===== config.mk =====
export PLATFORM = sky130hd
export DESIGN_NAME = uart_rx_os16_flat
export DESIGN_NICKNAME = d
export VERILOG_FILES = /design/src/rtl/uart_pkg.sv /design/src/rtl/uart_rx_os16_if.sv /design/src/rtl/uart_os_tick.sv /design/src/rtl/uart_rx_os16.sv /design/src/flat_wrapper.sv
export SDC_FILE = /design/constraint.sdc
export NUM_CORES = 1
export LEC_CHECK = 0
export ABC_AREA = 1
export BUFFER_PORTS_ARGS = -buffer_cell sky130_fd_sc_hd__buf_4
export CAP_MARGIN = 30
export CORE_MARGIN = 8
export CORE_UTILIZATION = 58
export CTS_BUF_LIST = sky130_fd_sc_hd__clkbuf_4 sky130_fd_sc_hd__clkbuf_8 sky130_fd_sc_hd__clkbuf_16
export CTS_CLUSTER_SIZE = 10
export DETAILED_ROUTE_END_ITERATION = 8
export PLACE_DENSITY = 0.76
export SKIP_CTS_REPAIR_TIMING = 1
export SLEW_MARGIN = 0
export SYNTH_ARGS = -nofsm -noshare
export SYNTH_HDL_FRONTEND = slang
export SYNTH_SLANG_ARGS = --single-unit

===== constraint.sdc =====
create_clock -name clk -period 2 [get_ports clk]
set_input_delay 0.4 -clock clk [delete_from_list [all_inputs] [get_ports clk]]
set_output_delay 0.4 -clock clk [all_outputs]
set_load 0.02 [all_outputs]

===== src/rtl/uart_pkg.sv =====
// Shared UART definitions: receiver FSM states, oversampling constants
// and a 3-input majority helper.
package uart_pkg;

  typedef enum logic [2:0] {
    IDLE,
    START,
    DATA,
    PARITY,
    STOP
  } uart_state_e;

  localparam int UART_OS_RATE    = 16;
  localparam int UART_SAMPLE_MID = 8;
  localparam int UART_DATA_BITS  = 8;

  function automatic logic maj3(
    input logic a,
    input logic b,
    input logic c
  );
    return (a & b) | (a & c) | (b & c);
  endfunction

endpackage


===== src/rtl/uart_rx_os16_if.sv =====
// Host-side byte handshake and error flags of the oversampling UART receiver.
interface uart_rx_os16_if;

  logic [7:0] rx_data;
  logic       rx_valid;
  logic       rx_accept;
  logic       frame_err;
  logic       parity_err;
  logic       overrun;

  modport master (
    output rx_data,
    output rx_valid,
    output frame_err,
    output parity_err,
    output overrun,
    input  rx_accept
  );

  modport slave (
    input  rx_data,
    input  rx_valid,
    input  frame_err,
    input  parity_err,
    input  overrun,
    output rx_accept
  );

endinterface


===== src/rtl/uart_os_tick.sv =====
// Free-running oversample tick: one-clock pulse every OS_DIV system clocks.
module uart_os_tick #(
  parameter int OS_DIV = 27
) (
  input  logic clk,
  input  logic reset,
  output logic tick
);

  localparam int W = $clog2(OS_DIV);
  localparam logic [W-1:0] LAST = W'(OS_DIV - 1);

  logic [W-1:0] cnt;

  assign tick = (cnt == LAST);

  always_ff @(posedge clk or negedge reset) begin
    if (!reset) begin
      cnt <= '0;
    end else if (tick) begin
      cnt <= '0;
    end else begin
      cnt <= cnt + 1'b1;
    end
  end

endmodule


===== src/rtl/uart_rx_os16.sv =====
// 16x oversampling UART receiver, 8N1 (8E1 with UART_RX_PARITY_EN defined),
// majority vote of three mid-bit samples, valid/accept byte handoff.
module uart_rx_os16
  import uart_pkg::*;
#(
  parameter int OS_DIV = 27
) (
  input  logic           clk,
  input  logic           reset,
  input  logic           rx,
  uart_rx_os16_if.master host
);

  localparam logic [3:0] SC_LAST = 4'(UART_OS_RATE - 1);
  localparam logic [3:0] SC_MID  = 4'(UART_SAMPLE_MID);
  localparam logic [3:0] SC_LO   = 4'(UART_SAMPLE_MID - 1);
  localparam logic [3:0] SC_HI   = 4'(UART_SAMPLE_MID + 1);
  localparam logic [2:0] BIT_LAST = 3'(UART_DATA_BITS - 1);

  uart_state_e state, state_n;

  logic       s1, rxs;
  logic       armed;
  logic       tick;
  logic [3:0] sc;
  logic [2:0] bitn;
  logic [7:0] shreg;
  logic       smp7, smp8, smp9;
  logic       par_bad;

  logic bit_end, stop_now, maj_bit, stop_bit;
  logic good, take;

  uart_os_tick #(.OS_DIV(OS_DIV)) u_tick (
    .clk   (clk),
    .reset (reset),
    .tick  (tick)
  );

  always_ff @(posedge clk or negedge reset) begin
    if (!reset) begin
      s1  <= 1'b1;
      rxs <= 1'b1;
    end else begin
      s1  <= rx;
      rxs <= s1;
    end
  end

  // A line held low across reset release must not look like a start bit.
  always_ff @(posedge clk or negedge reset) begin
    if (!reset) begin
      armed <= 1'b0;
    end else if (tick && rxs) begin
      armed <= 1'b1;
    end
  end

  assign bit_end  = tick && (sc == SC_LAST);
  assign stop_now = tick && (state == STOP) && (sc == SC_HI);
  assign maj_bit  = maj3(smp7, smp8, smp9);
  assign stop_bit = maj3(smp7, smp8, rxs);

  always_ff @(posedge clk or negedge reset) begin
    if (!reset) begin
      state <= IDLE;
    end else begin
      state <= state_n;
    end
  end

  always_comb begin
    state_n = state;
    unique case (state)
      IDLE: begin
        if (tick && armed && !rxs) state_n = START;
      end
      START: begin
        if (bit_end) state_n = maj_bit ? IDLE : DATA;
      end
      DATA: begin
        if (bit_end && (bitn == BIT_LAST)) begin
`ifdef UART_RX_PARITY_EN
          state_n = PARITY;
`else
          state_n = STOP;
`endif
        end
      end
`ifdef UART_RX_PARITY_EN
      PARITY: begin
        if (bit_end) state_n = STOP;
      end
`endif
      STOP: begin
        if (stop_now) state_n = IDLE;
      end
      default: state_n = IDLE;
    endcase
  end

  // sc holds the index of the next tick; the detect tick itself is sc 0.
  always_ff @(posedge clk or negedge reset) begin
    if (!reset) begin
      sc    <= '0;
      bitn  <= '0;
      shreg <= '0;
      smp7  <= 1'b0;
      smp8  <= 1'b0;
      smp9  <= 1'b0;
    end else begin
      if (tick) begin
        if (state == IDLE) begin
          sc <= (armed && !rxs) ? 4'd1 : 4'd0;
        end else if (stop_now) begin
          sc <= '0;
        end else begin
          sc <= sc + 4'd1;
        end
        if (sc == SC_LO) smp7 <= rxs;
        if (sc == SC_MID) smp8 <= rxs;
        if (sc == SC_HI) smp9 <= rxs;
      end
      if (state == IDLE) begin
        bitn <= '0;
      end else if (bit_end && (state == DATA)) begin
        shreg <= {maj_bit, shreg[7:1]};
        bitn  <= bitn + 3'd1;
      end
    end
  end

`ifdef UART_RX_PARITY_EN
  always_ff @(posedge clk or negedge reset) begin
    if (!reset) begin
      par_bad <= 1'b0;
    end else if (bit_end && (state == PARITY)) begin
      par_bad <= (maj_bit != ^shreg);
    end
  end

  always_ff @(posedge clk or negedge reset) begin
    if (!reset) begin
      host.parity_err <= 1'b0;
    end else begin
      host.parity_err <= stop_now && par_bad;
    end
  end
`else
  assign par_bad         = 1'b0;
  assign host.parity_err = 1'b0;
`endif

  assign good = stop_now && stop_bit && !par_bad;
  assign take = host.rx_accept && host.rx_valid;

  always_ff @(posedge clk or negedge reset) begin
    if (!reset) begin
      host.rx_data   <= '0;
      host.rx_valid  <= 1'b0;
      host.overrun   <= 1'b0;
      host.frame_err <= 1'b0;
    end else begin
      host.frame_err <= stop_now && !stop_bit;
      if (good && (take || !host.rx_valid)) begin
        host.rx_data  <= shreg;
        host.rx_valid <= 1'b1;
      end else if (take) begin
        host.rx_valid <= 1'b0;
      end
      if (take) begin
        host.overrun <= 1'b0;
      end else if (good && host.rx_valid) begin
        host.overrun <= 1'b1;
      end
    end
  end

endmodule


===== src/flat_wrapper.sv =====
// flat-port wrapper written by rule: the top's interface ports become plain ports
module uart_rx_os16_flat import uart_pkg::*;
#(
  parameter int OS_DIV = 27
)
  (clk, reset, rx, host_rx_data, host_rx_valid, host_frame_err, host_parity_err, host_overrun, host_rx_accept);
  uart_rx_os16_if host_i ();
  input  logic clk;
  input  logic reset;
  input  logic rx;
  output wire logic [$bits(host_i.rx_data)-1:0] host_rx_data;
  output wire logic [$bits(host_i.rx_valid)-1:0] host_rx_valid;
  output wire logic [$bits(host_i.frame_err)-1:0] host_frame_err;
  output wire logic [$bits(host_i.parity_err)-1:0] host_parity_err;
  output wire logic [$bits(host_i.overrun)-1:0] host_overrun;
  input wire logic [$bits(host_i.rx_accept)-1:0] host_rx_accept;
  assign host_rx_data = host_i.rx_data;
  assign host_rx_valid = host_i.rx_valid;
  assign host_frame_err = host_i.frame_err;
  assign host_parity_err = host_i.parity_err;
  assign host_overrun = host_i.overrun;
  assign host_i.rx_accept = host_rx_accept;
  uart_rx_os16 #(.OS_DIV(OS_DIV)) u_core (.clk(clk), .reset(reset), .rx(rx), .host(host_i));
endmodule

==> load_flow_metrics.sql, run 1 <==
INSERT INTO impl_metrics (metric_group, metric, value, unit) VALUES
('status', 'status', 'finished, violations left', ''),
('status', 'violations_in_the_final_reports', 'hold timing', ''),
('drt', 'drc', '0', ''),
('timing', 'unrepaired_setup_endpoints_after_global_routing', 'no', ''),
('power_and_ir_drop', 'pwr-share-clk', '41.1', '%'),
('cells_and_area', 'finalCoreUtilization', '69.02', '%'),
('floorplanning', 'core_area', '3078', 'um2'),
('critical_path', 'startpoint_to_endpoint_class_of_the_critical_path', 'flip-flop to flip-flop', ''),
('yosys', 'synth_top_area_share', '50.10', '%'),
('timing', 'timing_worst_slew_pin_value', '0.5301', 'ns'),
('yosys', 'yosysTopAreaCell', 'sky130_fd_sc_hd__dfrtp_1', ''),
('drt', 'wl', '3478', 'um'),
('critical_path', 'worst-endpoint-required', '2.26', 'ns'),
('critical_path', 'timing.rr.start', 'u_core.u_tick.cnt[0]', ''),
('cells_and_area', 'ant_diodes', '0', ''),
('yosys', 'ys.flop_type', 'sky130_fd_sc_hd__dfrtp_1', ''),
('cells_and_area', 'final_cell_mix', 'sky130_fd_sc_hd__nand2_1 (65), sky130_fd_sc_hd__dfrtp_1 (38), sky130_fd_sc_hd__inv_1 (17)', ''),
('global_route', 'vias_in_the_first_global_route', '1376', ''),
('yosys', 'synthesis.instances', '211', ''),
('cells_and_area', 'area_growth_syn_to_layout', '11.93', '%'),
('drt', 'detailedRoute.firstPassIterationCount', '4', ''),
('yosys', 'synth_enable_flop_cells', '0', ''),
('global_route', 'initial_antenna_violation_count', '0', ''),
('yosys', 'ys_seq_elements', '40', ''),
('power_and_ir_drop', 'sw_frac_of_total', '19.82', '%'),
('clocking', 'clock-root-buffer', 'sky130_fd_sc_hd__clkbuf_4', ''),
('yosys', 'yosys_synthesis_warning_count', '0', ''),
('global_route', 'grt_use_total', '14.39', '%'),
('power_and_ir_drop', 'power.ir.vdd_worst', '0.0004341', 'V'),
('placed_design', 'place_area', '2029', 'um2'),
('cells_and_area', 'layout-drive-gt1-share', '18.78', '%'),
('floorplanning', 'dieWidth', '73.21', 'um'),
('timing', 'slew-limit-headroom', '64.66', '%'),
('timing', 'period_minus_slack', '1.698', 'ns'),
('placed_design', 'detailed_place_hpwl', '2571', 'um'),
('power_and_ir_drop', 'cellInternalPower', '1.154', 'mW'),
('yosys', 'synth_top_cells_by_area', 'sky130_fd_sc_hd__dfrtp_1 (50%), sky130_fd_sc_hd__nand2_1 (13%), sky130_fd_sc_hd__ha_1 (4.6%)', ''),
('drt', 'avgViaCountPerCell', '5.187', ''),
('cells_and_area', 'n_fill_cell', '250', ''),
('drt', 'drt-wirelength-per-cell', '12.74', 'um'),
('timing', 'finalCritPeriodShare', '84.91', '%'),
('timing', 'final.setup.tns', '0', 'ns'),
('timing', 'setup_viol', '0', ''),
('power_and_ir_drop', 'sequentialPowerShare', '56.8', '%'),
('global_route', 'largest_net_degree_at_the_start_of_global_routing', '41', ''),
('critical_path', 'critPathCaptureType', 'flip-flop', ''),
('placed_design', 'globalplace.congestion', '0.8618', ''),
('cells_and_area', 'final_net_count', '239', ''),
('critical_path', 'worstReg2RegEnd', 'u_core.host.rx_data[6]', ''),
('cells_and_area', 'finalNonFillerCells', '273', ''),
('yosys', 'syn_nets', '222', ''),
('floorplanning', 'io_pins', '16', ''),
('cells_and_area', 'register_area', '1003', 'um2'),
('timing', 'finalClockSkew', '0.003649', 'ns'),
('timing', 'final-hold-violation-count', '21', ''),
('floorplanning', 'floorplan.die_area', '5359', 'um2'),
('clocking', 'cts.htree.levels', '2', ''),
('yosys', 'yosys_cell_types', '33', ''),
('clocking', 'cts.sinks', '40', ''),
('critical_path', 'reg2reg_setup_slack', '0.30', 'ns'),
('yosys', 'syn_area', '1898', 'um2'),
('critical_path', 'critical_path.startpoint_type', 'flip-flop', ''),
('clocking', 'cts_buffers', '5', ''),
('timing', 'finalMaxSlewViolations', '0', ''),
('cells_and_area', 'stdcell_area', '2125', 'um2'),
('placed_design', 'port_buffers', '14', ''),
('clocking', 'cts.reportedPaths.clkPinSlew', '0.11', 'ns'),
('clocking', 'clock_path_buffers', '2', ''),
('yosys', 'sequential_area_share_after_synthesis', '52.87', '%'),
('timing', 'holdWs', '-0.01392', 'ns'),
('critical_path', 'reg2reg_depth', '11', '');
-- how the worst max path moves through the flow --
stage / from / end / slack, ns / depth (start not counted)
finish: u_core.u_tick.cnt[0] / u_core.host.rx_data[6] / 0.30 / 11
global route: u_core.u_tick.cnt[0] / u_core.host.rx_data[0] / 0.10 / 11
CTS: u_core.u_tick.cnt[0] / u_core.host.rx_data[6] / 0.30 / 11
detailed placement: u_core.u_tick.cnt[0] / u_core.host.rx_data[6] / 0.33 / 11
global placement: u_core.u_tick.cnt[0] / u_core.host.rx_data[1] / 0.39 / 11
floorplan: u_core.u_tick.cnt[0] / u_core.host.rx_data[0] / 0.58 / 11
-- flip-flops by register name (all words and copies together) (netlist names), 3 cells and up --
signal               flops
u_core.bitn              3
u_core.host.rx_data      8
u_core.state             3
u_core.u_tick.cnt        5
u_core.sc                4
u_core.shreg             8
-- kinds of logic (layout without fill, tap and decap cells) --
logic type / after synthesis / after routing / synth area share, %
AO/OA/AOI/OAI: 22 / 22 / 6.922
XOR/XNOR: 1 / 1 / 0.4615
adder cells (fa/ha/maj): 7 / 7 / 4.614
buffers and inverters: 28 / 46 / 6.526
flip-flops: 40 / 40 / 52.87
other: 1 / 1 / 0.1976
AND/OR/NAND/NOR: 112 / 112 / 28.41
-- synthesized netlist by cell type, types with 2 or more instances --
cell type	instances
sky130_fd_sc_hd__nor2_1	16
sky130_fd_sc_hd__nor2_4	2
sky130_fd_sc_hd__ha_1	7
sky130_fd_sc_hd__o21ai_0	5
sky130_fd_sc_hd__inv_2	5
sky130_fd_sc_hd__dfrtp_1	38
sky130_fd_sc_hd__buf_4	2
sky130_fd_sc_hd__a21oi_1	5
sky130_fd_sc_hd__o21ai_1	5
sky130_fd_sc_hd__nand3_1	11
sky130_fd_sc_hd__inv_1	17
sky130_fd_sc_hd__nand4_1	10
sky130_fd_sc_hd__dfstp_2	2
sky130_fd_sc_hd__nand2_2	2
sky130_fd_sc_hd__buf_2	2
sky130_fd_sc_hd__nand2_1	65
-- power by group through the flow --
stage / sequential, mW / clock [mW] / combinational, mW
4_1_cts: 0.817 / 0.607 / 0.0318
6_report: 0.817 / 0.592 / 0.0304
3_5_place_dp: 0.833 / 0 / 0.0320
2_1_floorplan: 0.834 / 0 / 0.00724
3_3_place_gp: 0.833 / 0 / 0.0312
5_1_grt: 0.818 / 0.637 / 0.0354
-- metrics by stage --
step / total power, mW / setup slack, ns / hold WS (ns)
5_1_grt: 1.491 / 0.1039 / 0.01597
6_report: 1.439 / 0.3018 / -0.01392
2_1_floorplan: 0.8415 / 0.5770 / 0.1044
3_3_place_gp: 0.8638 / 0.3905 / 0.3481
3_5_place_dp: 0.8645 / 0.3299 / 0.3556
4_1_cts: 1.456 / 0.2978 / -0.0006502
-- critical path, cell delays in order (launching register included) --
cell and delay (ns):
sky130_fd_sc_hd__dfrtp_1 0.42, sky130_fd_sc_hd__inv_1 0.07, sky130_fd_sc_hd__ha_1 0.13, sky130_fd_sc_hd__inv_1 0.06, sky130_fd_sc_hd__nor2_4 0.11, sky130_fd_sc_hd__nand2_4 0.09, sky130_fd_sc_hd__clkinv_2 0.15, sky130_fd_sc_hd__nand2_2 0.12
sky130_fd_sc_hd__nor2_8 0.17, sky130_fd_sc_hd__nand3_4 0.13, sky130_fd_sc_hd__nand2_1 0.10, sky130_fd_sc_hd__nand2_1 0.05
-- final cells by class --
cell class                      count  share of cell area, %
Clock inverter                      1                  1.413
Timing Repair Buffer               15                  5.300
Clock buffer                        7                  3.062
Sequential cell                    40                  47.23
Multi-Input combinational cell    143                  36.28
Tap cell                           44                  2.591
Inverter                           23                  4.122
-- per-layer routing --
layer  part of all wire (%)  up-vias  wire [um]  GRT usage [%]
li1                       -      709          -              -
met1                     45      662       1570          16.93
met2                     46       39       1613          22.24
met3                    7.1        6        246          4.945
met4                    1.4        0         47          8.222
met5                      0        -          0              0
No activity file was read; power rests on OpenSTA's default activity.
==> inputs of run 2 (changes only) <==
- CORE_UTILIZATION: 58 -> 52
- PLACE_DENSITY: 0.76 -> 0.72
- clock period: 2 -> 1.5 ns (I/O delays scaled with it)
==> run 2 against run 1 <==
The flow finishes with violations (setup timing). Utilization shrank 6.3 points. Worst setup slack worse by 0.34 ns. Design area grew 5.6%. Count of clock-buffer cells in the layout shrank 1. Clock skew up 0.0034 ns. Via count up 3.3%. Non-clock buffer count increased by 14. Combinational power up 39%. Die area grew 9.0%. Highest routed layer unchanged.
==> load_flow_metrics.sql, run 2 (same netlist as run 1, synthesis figures left out) <==
INSERT INTO impl_metrics (metric_group, metric, value, unit) VALUES
('global_route', 'vias_in_the_first_global_route', '1326', ''),
('placed_design', 'detailed_place_hpwl', '2450', 'um'),
('placed_design', 'placedCellCount', '277', ''),
('cells_and_area', 'final_common_cell', 'sky130_fd_sc_hd__nand2_1', ''),
('global_route', 'globalRoute.busiestLayer', 'met2', ''),
('timing', 'final.setup.tns', '-0.4090', 'ns'),
('floorplanning', 'placementRows', '22', ''),
('global_route', 'global_route_met1_utilization', '14.76', '%'),
('drt', 'vias', '1463', ''),
('timing', 'period_minus_slack', '1.541', 'ns'),
('global_route', 'grt_overflow', '0', ''),
('critical_path', 'critPathMaxFanout', '8', ''),
('floorplanning', 'start_util', '53.04', '%'),
('drt', 'final_antenna_net_count', '0', ''),
('floorplanning', 'die_h', '76.42', 'um'),
('timing', 'finalCritPeriodShare', '102.7', '%'),
('cells_and_area', 'stdcell_area', '2243', 'um2'),
('drt', 'detailedRoute.firstPassIterationCount', '4', ''),
('clocking', 'cts_tree', 'yes', ''),
('placed_design', 'port_buffers', '14', ''),
('status', 'status', 'finished, violations left', ''),
('critical_path', 'critical_path.startpoint_type', 'flip-flop', ''),
('power_and_ir_drop', 'power.ir.vdd_worst', '0.0005665', 'V'),
('cells_and_area', 'area_growth_syn_to_layout', '18.19', '%'),
('power_and_ir_drop', 'power.static_leakage', '1.202', 'nW'),
('status', 'violations_in_the_final_reports', 'setup timing', ''),
('cells_and_area', 'biggestRegsByFlops', 'u_core.host.rx_data x8, u_core.shreg x8, u_core.u_tick.cnt x5', ''),
('power_and_ir_drop', 'p_total', '1.697', 'mW'),
('global_route', 'initial_antenna_violation_count', '0', ''),
('timing', 'finalMaxSlewViolations', '0', ''),
('floorplanning', 'core_area', '3578', 'um2'),
('placed_design', 'globalplace.congestion', '0.8316', ''),
('global_route', 'largest_net_degree_at_the_start_of_global_routing', '41', ''),
('critical_path', 'timing.critical_path.arrival', '1.79', 'ns'),
('worst_hold_path', 'min-delay-path-class', 'input pin to flip-flop', ''),
('drt', 'avgViaCountPerCell', '5.027', ''),
('timing', 'unrepaired_setup_endpoints_after_global_routing', 'yes', ''),
('worst_hold_path', 'min_from', 'rx', ''),
('cells_and_area', 'layout-drive-gt1-share', '26.75', '%'),
('cells_and_area', 'final_cell_mix', 'sky130_fd_sc_hd__nand2_1 (59), sky130_fd_sc_hd__dfrtp_1 (38), sky130_fd_sc_hd__buf_4 (25)', ''),
('drt', 'drt-wirelength-per-cell', '11.82', 'um'),
('critical_path', 'worst-endpoint-required', '1.75', 'ns'),
('timing', 'final-hold-violation-count', '0', ''),
('cells_and_area', 'finalCoreUtilization', '62.69', '%'),
('critical_path', 'crit_start', 'u_core.u_tick.cnt[0]', ''),
('global_route', 'globalRouteMet2Util', '18.08', '%'),
('floorplanning', 'io_pins', '16', ''),
('timing', 'worst_slack', '-0.04125', 'ns'),
('power_and_ir_drop', 'p_per_area', '756.6', 'nW/um2'),
('job', 'timing.max_cap.violations', '0', ''),
('cells_and_area', 'n_fill_cell', '298', ''),
('global_route', 'wire_length_of_the_first_global_routing_pass', '5720', 'um'),
('clocking', 'clock_insertion_delay_worst_skew', '0.35', 'ns'),
('clocking', 'cts.htree.levels', '2', ''),
('cells_and_area', 'final_net_count', '253', ''),
('drt', 'drt_iter0_markers', '91', ''),
('global_route', 'globalRouteMet3Util', '4.717', '%'),
('placed_design', 'place_area', '2095', 'um2'),
('clocking', 'cts_buffers', '5', ''),
('clocking', 'clock_path_buffers', '2', ''),
('cells_and_area', 'finalNonFillerCells', '291', ''),
('cells_and_area', 'ant_diodes', '0', ''),
('timing', 'finalClockSkew', '0.007036', 'ns'),
('timing', 'setup_viol', '18', ''),
('critical_path', 'timing.rr.start', 'u_core.u_tick.cnt[0]', ''),
('timing', 'max_freq', '0.6488', 'GHz'),
('drt', 'drc', '0', ''),
('floorplanning', 'dieWidth', '76.42', 'um'),
('floorplanning', 'floorplan.die_area', '5839', 'um2'),
('clocking', 'cts.sinks', '40', ''),
('clocking', 'cts.reportedPaths.clkPinSlew', '0.12', 'ns'),
('clocking', 'clock-root-buffer', 'sky130_fd_sc_hd__clkbuf_4', ''),
('global_route', 'grt_use_total', '11.97', '%'),
('critical_path', 'startpoint_to_endpoint_class_of_the_critical_path', 'flip-flop to flip-flop', ''),
('critical_path', 'critPathCaptureType', 'flip-flop', ''),
('drt', 'wl', '3440', 'um');
[run 2: layout make-up]
cell class | count | area [um2] | share of cell area (%)
timing repair buffer | 29 | 231.5 | 10.32
tap | 48 | 60.06 | 2.677
multi-input combinational | 143 | 795.8 | 35.47
clock buffer | 6 | 51.30 | 2.287
sequential | 40 | 1003 | 44.73
inverter | 23 | 91.34 | 4.071
clock inverter | 2 | 10.01 | 0.4462
[run 2: worst paths after layout]
check,end,slack (ns),cells past startpoint
max,u_core.host.rx_data[4],-0.04,11
min,u_core.s1,0.05,1
max reg2reg,u_core.host.rx_data[4],-0.04,11
min reg2reg,u_core.rxs,0.37,0
max in group asynchronous,u_core.s1,0.70,2
min in group asynchronous,u_core.u_tick.cnt[0],0.45,2
[run 2: metrics by stage]
stage | hold WS (ns) | setup slack [ns]
finish | 0.05078 | -0.04125
global route | 0.02343 | -0.1456
CTS | -0.08622 | -0.02185
detailed placement | 0.3033 | 0.01418
global placement | 0.3040 | 0.06047
floorplan | 0.004409 | 0.07696
[run 2: power by group]
part	switching [mW]	leakage (nW)	internal [mW]
clock network	0.342	0.0380	0.223
registers	0.00326	0.534	1.09
logic	0.0308	0.631	0.0116
total	0.376	1.20	1.32
[run 2: critical path: stages, from the launching register on]
cell and delay, ns:
sky130_fd_sc_hd__dfrtp_1 0.40, sky130_fd_sc_hd__inv_1 0.07, sky130_fd_sc_hd__ha_2 0.17, sky130_fd_sc_hd__inv_2 0.04
sky130_fd_sc_hd__nor2_4 0.10, sky130_fd_sc_hd__nand2_4 0.09, sky130_fd_sc_hd__inv_4 0.08, sky130_fd_sc_hd__nand2_4 0.06
sky130_fd_sc_hd__nor2_8 0.14, sky130_fd_sc_hd__nand3_4 0.13, sky130_fd_sc_hd__nand2_1 0.10, sky130_fd_sc_hd__nand2_1 0.05
[run 2: routing by layer]
layer	wire length (um)	up-vias
met5	0	-
met4	46	0
met3	191	6
met2	1593	29
met1	1608	693
li1	-	735
